[config.mk]
export PLATFORM = sky130hd
export DESIGN_NAME = bus_select_arbiter
export DESIGN_NICKNAME = d
export VERILOG_FILES = /design/src/rtl/bus_select_arbiter.sv
export SDC_FILE = /design/constraint.sdc
export NUM_CORES = 1
export LEC_CHECK = 0
export CORE_MARGIN = 5
export CORE_UTILIZATION = 45
export DETAILED_ROUTE_END_ITERATION = 10
export GPL_ROUTABILITY_DRIVEN = 0
export GPL_TIMING_DRIVEN = 0
export SYNTH_ARGS = -nofsm -noshare
export SYNTH_HDL_FRONTEND = slang
export SYNTH_SLANG_ARGS = --single-unit
[constraint.sdc]
create_clock -name clock -period 8.7 [get_ports clock]
set_clock_uncertainty 0.2 [all_clocks]
set_input_delay 1.74 -clock clock [delete_from_list [all_inputs] [get_ports clock]]
set_output_delay 1.74 -clock clock [all_outputs]
set_load 0.02 [all_outputs]
[src/rtl/bus_select_arbiter.sv]
// Registered bus-source select generator: fixed-priority or round-robin
// arbitration with grant hold and conflict monitoring.
module bus_select_arbiter #(
    parameter int N_SOURCES = 32,
    parameter int SEL_W     = $clog2(N_SOURCES),
    parameter int CNT_W     = 8
) (
    input  logic                 clock,
    input  logic                 clear,
    input  logic [N_SOURCES-1:0] req,
    input  logic                 mode,
    input  logic                 hold,
    output logic [SEL_W-1:0]     sel,
    output logic [N_SOURCES-1:0] grant,
    output logic                 valid,
    output logic                 conflict,
    output logic [CNT_W-1:0]     conflict_count
);

    localparam logic [1:0] IDLE  = 2'd0;
    localparam logic [1:0] GRANT = 2'd1;
    localparam logic [1:0] HELD  = 2'd2;

    localparam logic [SEL_W-1:0] PTR_RESET = SEL_W'(N_SOURCES - 1);

    logic [1:0]           state;
    logic [1:0]           nextState;
    logic [SEL_W-1:0]     ptr;
    logic [SEL_W-1:0]     nextPtr;
    logic [SEL_W-1:0]     nextSel;
    logic [N_SOURCES-1:0] nextGrant;
    logic [SEL_W-1:0]     fixIdx;
    logic [SEL_W-1:0]     rrIdx;
    logic                 rrFound;
    logic                 isConflict;

    function automatic logic [N_SOURCES-1:0] oneHot(input logic [SEL_W-1:0] idx);
        logic [N_SOURCES-1:0] v;
        v = '0;
        v[idx] = 1'b1;
        return v;
    endfunction

    // Highest set index wins: later iterations overwrite earlier ones.
    always_comb begin
        fixIdx = '0;
        for (int i = 0; i < N_SOURCES; i++) begin
            if (req[i]) begin
                fixIdx = SEL_W'(i);
            end
        end
    end

    // Search ptr+1 .. ptr+N (mod N) so the last winner is checked last.
    always_comb begin
        rrIdx   = '0;
        rrFound = 1'b0;
        for (int i = 1; i <= N_SOURCES; i++) begin
            if (!rrFound && req[(int'(ptr) + i) % N_SOURCES]) begin
                rrFound = 1'b1;
                rrIdx   = SEL_W'((int'(ptr) + i) % N_SOURCES);
            end
        end
    end

    assign isConflict = (req & (req - 1'b1)) != '0;
    assign valid      = (state != IDLE);

    always_comb begin
        nextState = state;
        nextSel   = sel;
        nextGrant = grant;
        nextPtr   = ptr;
        if (hold && valid) begin
            nextState = HELD;
        end else if (req == '0) begin
            nextState = IDLE;
            nextSel   = '0;
            nextGrant = '0;
        end else begin
            nextState = GRANT;
            if (mode) begin
                nextSel = rrIdx;
                nextPtr = rrIdx;
            end else begin
                nextSel = fixIdx;
            end
            nextGrant = oneHot(nextSel);
        end
    end

    always_ff @(posedge clock) begin
        if (clear) begin
            state          <= IDLE;
            sel            <= '0;
            grant          <= '0;
            ptr            <= PTR_RESET;
            conflict       <= 1'b0;
            conflict_count <= '0;
        end else begin
            state    <= nextState;
            sel      <= nextSel;
            grant    <= nextGrant;
            ptr      <= nextPtr;
            conflict <= isConflict;
            if (isConflict && conflict_count != '1) begin
                conflict_count <= conflict_count + CNT_W'(1);
            end
        end
    end

endmodule

==> key figures, run 1 <==
Yosys
  • Cell Area, Synth: 0.0103 mm²
  • Adder-Cell Fraction of Synth Area: 1.90%
  • Syn avg cell area: 8.53 µm²
  • Flops & latches, synth: 53
  • Simple-gate share of the synthesized area: 20.5%
  • Cell variety after synth: 106
  • Top FF cell, synth: dfxtp_1
  • Synth Area in Compound Gates: 22.9%
  • Multiplexer share of the synthesized area: 34.5%
  • Synthesized Nets: 1252
  • Post-synth EDFFs: 0
  • Async set-reset flop share out of synthesis: 0%
  • Post-Syn Instances: 1202
  • Synthesis Warnings: 0
  • XOR/XNOR Fraction of Synth Area: 3.72%
  • Sequential fraction of the synthesis area: 10.3%
  • Largest family of logic cells by synthesized area: multiplexers

Clock tree
  • Post CTS Setup Buffer Count: 0
  • CTS H-tree depth: 2
  • Longest Clk Path Bufs: 2
  • CTS tree: built
  • CTS Hold Bufs: 0
  • Num CTS Buffers: 5
  • # clock sinks: 53
  • Clock latency on the worst-skew pair: 0.29 ns
  • Clock slew at reported path FFs: 0.07 ns
  • Root Buffer: clkbuf_16
  • Post-cts sizing count: 0

Routing
  • DR pass1 iterations: 7
  • Via density: 7.16
  • Met2 WL: 18.6 mm
  • Initial drt markers: 1403
  • Final WL: 44.0 mm
  • Met3 WL: 4.86 mm
  • Vias: 11300
  • M1 WL: 17.5 mm
  • Wire per inst: 27.9 µm
  • Final ANT Viol Nets: 0
  • Highest metal used: met4
  • Drt drc: 0

Layout
  • Most frequent cells in the layout: nand2_1, mux2i_1, nor2_1, clkdlybuf4s50_1, mux4_2
  • Layout cell share with drive strength beyond 1: 19.7%
  • Commonest non-fill, non-tap cell in the layout: nand2_1
  • Area added between synthesis and finish: 13.0%
  • Final nets: 1341

Timing
  • Part of the cycle the worst path needs: 93.2%
  • Fin. max-slew vios: 0
  • Setup TNS Final: 0 ns
  • Count of final hold-check violations: 0
  • Relative slew slack: 23.7%
  • Worst Max-Slew Pin Slew: 1.14 ns
  • # setup viols final: 0
  • Final min period: 8.10 ns
  • RSZ-0062 raised after global routing: false
  • F_max: 0.123 GHz

Flow run
  • Max Cap Viol: 0

Setup path
  • Arr. time, crit path: 8.05 ns
  • Worst Setup Start Kind: flop
  • Worst path bufs/invs: 7
  • Slowest stage delay, CP: 0.78 ns
  • Required time of the critical path: 8.65 ns
  • Crit path kind: reg2reg
  • Slowest-stage cell, CP: buf_1
  • CP Cell Sequence: buf_4 > buf_8 > buf_6 > buf_2 > inv_2 > ha_1 > buf_2 > buf_1 > mux4_2 > mux2i_1 > o22ai_1 > nor2_1 > nand4_1 > nor3_1 > nand3_1 > a21oi_1 > a21oi_1 > o22ai_1 > o31ai_1 > a22oi_1 > o21ai_0
  • Critical path peak fanout: 14
  • CP Capture Type: flop
  • CP top delay family: buffers and inverters

Global route
  • Gr usage total: 32.7%
  • GRT overflow: 0
  • Global-route wire length before repair: 66.3 mm
  • Largest net degree at the start of global routing: 17
  • Vias in the first global route: 10800
  • Initial antenna violation count: 0

Outcome
  • Status: finished, final reports clean

Floorplan
  • Die H: 161 µm
  • Ports: 83
  • Die X: 161 µm
  • Row Count: 55
  • Core area: 0.0226 mm²
  • Initial Util: 45.4%
  • Die Area: 0.0259 mm²

Place
  • HPWL after detailed placement: 34.6 mm
  • IO buf count: 82

Min path
  • Worst Hold Class: reg2reg
final timing paths:
| check | from | slack (ns) | end | cells after the start |
|---|---|---|---|---|
| setup / recovery | ptr[2] | 0.60 | grant[17] | 21 |
| hold / removal | grant[16] | 0.25 | grant[16] | 2 |
| setup reg to reg | ptr[2] | 0.60 | grant[17] | 21 |
| hold reg to reg | grant[16] | 0.25 | grant[16] | 2 |
tightest hold or removal path, cell delays in order (launching register included):
cell and delay (ns):
dfxtp_1 0.31, nand2_1 0.05, o21ai_1 0.05
routing by layer:
metal	vias to the layer above	global-route usage (%)
li1	4891	-
met4	0	17.6
met1	5391	44.0
met3	205	7.49
met5	-	0
met2	818	48.7
sequential cells by signal (all words and copies together) (netlist names):
register and cells:
conflict 1, conflict_count 8, grant 32, ptr 5, sel 5, state 2
cell families (layout without fill, tap and decap cells):
| family | count (synthesis) | count (layout) |
|---|---|---|
| buffers and inverters | 132 | 222 |
| AOI/OAI and AO/OA | 326 | 326 |
| adders and majority gates | 16 | 16 |
| and+or+nand+nor | 396 | 396 |
| muxes | 241 | 241 |
| DFF | 53 | 53 |
| other | 0 | 1 |
| xor gates and xnor gates | 38 | 38 |
cells in the mapped netlist (all sizes together) (10+ instances only):
cell	n	area, µm²
a211oi	10	75.1
a21oi	54	285
a221oi	11	96.3
a22o	19	166
buf	43	290
clkbuf	62	233
dfxtp	53	1060
ha	14	175
inv	27	101
mux2	62	698
mux2i	98	1020
mux4	81	1820
nand2	116	445
nand2b	11	68.8
nand3	26	135
nand4	18	149
nor2	92	358
nor2b	13	81.3
nor3	39	226
nor4	20	174
o2111ai	10	93.8
o211ai	14	105
o21ai	71	363
o22ai	19	119
o31ai	16	120
or2	13	81.3
xnor2	28	268
xor2	10	114
metrics by stage:
stage	setup WS (ns)	instances	hold slack (ns)	instance area [µm²]	utilization, %
2_1_floorplan	2.84	1202	0.324	10300	-
3_3_place_gp	0.877	1569	0.240	11400	50.7
3_5_place_dp	0.943	1569	0.243	11400	50.7
4_1_cts	0.911	1577	0.253	11600	51.3
5_1_grt	0.226	1577	0.276	11600	51.3
6_report	0.595	1578	0.250	11600	51.3
area by class of cell:
cell class / instances / area [µm²]
timing repair buffer: 82 / 821
inverter: 27 / 101
fill: 2177 / 11000
buffer: 105 / 523
antenna: 1 / 2.50
sequential: 53 / 1060
multi-input combinational: 1017 / 8580
tap: 285 / 357
clock inverter: 2 / 13.8
clock buffer: 6 / 129
Power of run 1 is not shown: default switching activity piles up to over one toggle a cycle in this logic, so the estimate is an artifact.
==> run 2: changes to the inputs <==
--- a/config.mk
+++ b/config.mk
@@ -5,11 +5,13 @@
 export SDC_FILE = /design/constraint.sdc
 export NUM_CORES = 1
 export LEC_CHECK = 0
+export ABC_AREA = 1
 export CORE_MARGIN = 5
 export CORE_UTILIZATION = 45
 export DETAILED_ROUTE_END_ITERATION = 10
 export GPL_ROUTABILITY_DRIVEN = 0
 export GPL_TIMING_DRIVEN = 0
+export PLACE_DENSITY = 0.66
 export SYNTH_ARGS = -nofsm -noshare
 export SYNTH_HDL_FRONTEND = slang
 export SYNTH_SLANG_ARGS = --single-unit
==> run 2 against run 1 <==
  * Setup slack improved by 1.4 ns
  * Non-clock buffer count fell by 67
  * Clock-buffer cell count did not move
  * Sequential cell count did not move
  * Fmax rose by 21%
==> key figures, run 2 <==
Global route
  • Vias in the first global route: 8243
  • GRT overflow: 0
  • Global-route wire length before repair: 43.5 mm
  • Largest net degree at the start of global routing: 17
  • Gr usage total: 29.3%
  • Initial antenna violation count: 0

Yosys
  • Share of the synthesized area in the top cell type: 18.9%
  • Cell Area, Synth: 0.00736 mm²
  • Async set-reset flop share out of synthesis: 0%
  • Synth cell count leaders: nand2_1, nand3_1, nor2_1
  • Synthesized Nets: 1374
  • Post-Syn Instances: 1324
  • Synth area leaders: nand2_1, nand3_1, dfxtp_1, nor2_1, inv_1
  • Synthesis Warnings: 0
  • Syn avg cell area: 5.56 µm²
  • Cell variety after synth: 55
  • Flops & latches, synth: 53
  • Sequential fraction of the synthesis area: 14.4%
  • Post-synth top area cell: nand2_1
  • Top-count cell post-synth: nand2_1
  • Post-synth EDFFs: 0
  • Top FF cell, synth: dfxtp_1

Setup path
  • Crit path kind: reg2reg
  • Slowest stage delay, CP: 0.69 ns
  • Critical path peak fanout: 13
  • CP Capture Type: flop
  • Required time of the critical path: 8.74 ns
  • Worst Setup Start Kind: flop
  • Slowest-stage cell, CP: buf_1
  • Critical path's most frequent cell: nand3_1
  • Arr. time, crit path: 6.74 ns

Layout
  • Antenna cells: 0
  • Most frequent cells in the layout: nand2_1, nand3_1, nor2_1, inv_1, clkdlybuf4s50_1
  • Area added between synthesis and finish: 16.5%
  • Layout cell share with drive strength beyond 1: 8.14%
  • Commonest non-fill, non-tap cell in the layout: nand2_1
  • Reg with most FFs: grant
  • Biggest regs: grant (32), conflict_count (8)
  • Final nets: 1461
  • Max reg flops: 32

Clock tree
  • Clock latency on the worst-skew pair: 0.29 ns
  • # clock sinks: 53
  • Post CTS Setup Buffer Count: 0
  • Longest Clk Path Bufs: 2
  • Num CTS Buffers: 5
  • Clock slew at reported path FFs: 0.07 ns
  • CTS Hold Bufs: 0
  • Root Buffer: clkbuf_16
  • Post-cts sizing count: 0
  • CTS tree: built
  • CTS H-tree depth: 2

Floorplan
  • Row Count: 46
  • Ports: 83
  • Initial Util: 46.2%
  • Die X: 138 µm
  • Die Area: 0.0190 mm²
  • Die H: 138 µm
  • Core area: 0.0159 mm²

Routing
  • Wire per inst: 17.1 µm
  • Final ANT Viol Nets: 0
  • Via density: 5.54
  • Vias: 9013
  • Initial drt markers: 900
  • Final WL: 27.8 mm
  • DR pass1 iterations: 5
  • Drt drc: 0

Place
  • HPWL after detailed placement: 22.1 mm
  • IO buf count: 80

Timing
  • Relative slew slack: 34.5%
  • F_max: 0.149 GHz
  • Final min period: 6.70 ns
  • Part of the cycle the worst path needs: 77.0%
  • Min Hold Slack: 0.254 ns
  • # setup viols final: 0
  • Setup TNS Final: 0 ns
  • Fin. max-slew vios: 0
  • RSZ-0062 raised after global routing: false
  • Count of final hold-check violations: 0
  • Worst Max-Slew Pin Slew: 0.973 ns

Outcome
  • Status: finished, final reports clean

Min path
  • Worst Hold Class: reg2reg

Flow run
  • Max Cap Viol: 0
[run 2: changes by cell type after synthesis, moves of 18 or more]
cell,previous run,this run
nand2_1,114,370
nand3_1,25,271
inv_1,25,139
mux2i_1,92,1
mux4_2,81,0
nor2_1,89,169
mux2_2,58,0
clkbuf_1,62,11
a21oi_1,52,21
nand4_1,15,41
xnor2_1,25,2
nor3_1,34,13
a22o_1,19,1
[run 2: through the flow]
| stage | util (%) | setup WS [ns] | instance area (µm²) | instances |
|---|---|---|---|---|
| final | 53.8 | 2.00 | 8580 | 1628 |
| after global placement | 52.9 | 1.96 | 8440 | 1620 |
| after global routing | 53.8 | 1.44 | 8580 | 1628 |
| after CTS | 53.8 | 2.05 | 8580 | 1628 |
| after detailed placement | 52.9 | 1.94 | 8440 | 1620 |
| after floorplan | - | 3.42 | 7360 | 1324 |
[run 2: metal layers]
metal  up-vias  global-route usage, %  share of wire [%]
met4         0                   12.9                4.7
met2       363                   46.0                 43
met1      4027                   40.2                 45
li1       4535                      -                  -
met5         -                      0                  0
met3        88                   3.74                6.8
[run 2: critical path, delay by kind of cell, from the launching register on]
family	cells	cell delay (ns)
buffers and inverters	8	1.89
DFF	1	0.35
and+or+nand+nor	26	3.81
adders and majority gates	1	0.37
[run 2: logic make-up after synthesis]
family                   after synthesis  share of synthesized area (%)
AND/OR/NAND/NOR                      931                           59.8
multiplexers                           1                          0.136
flip-flops                            53                           14.4
AO/OA/AOI/OAI                        109                           8.85
adder cells (fa/ha/maj)               14                           2.38
XOR/XNOR                              18                           3.06
buffers and inverters                198                           11.3
[run 2: final timing paths]
path / end / cells after the start / slack [ns] / from
worst max register to register: grant[21] / 35 / 2.00 / ptr[1]
worst max-delay path: grant[21] / 35 / 2.00 / ptr[1]
worst min-delay path: grant[13] / 2 / 0.25 / grant[13]
worst min register to register: grant[13] / 2 / 0.25 / grant[13]
[run 2: area by class of cell]
class,count,area [µm²]
plain buffers,40,234
clock inverters,2,13.8
clock buffers,6,129
multi-input cells,1073,5470
flip-flops and latches,53,1060
fillers,1705,7360
repair buffers,80,801
well taps,216,270
inverters,158,602
Power of run 2 is left out for the same reason.
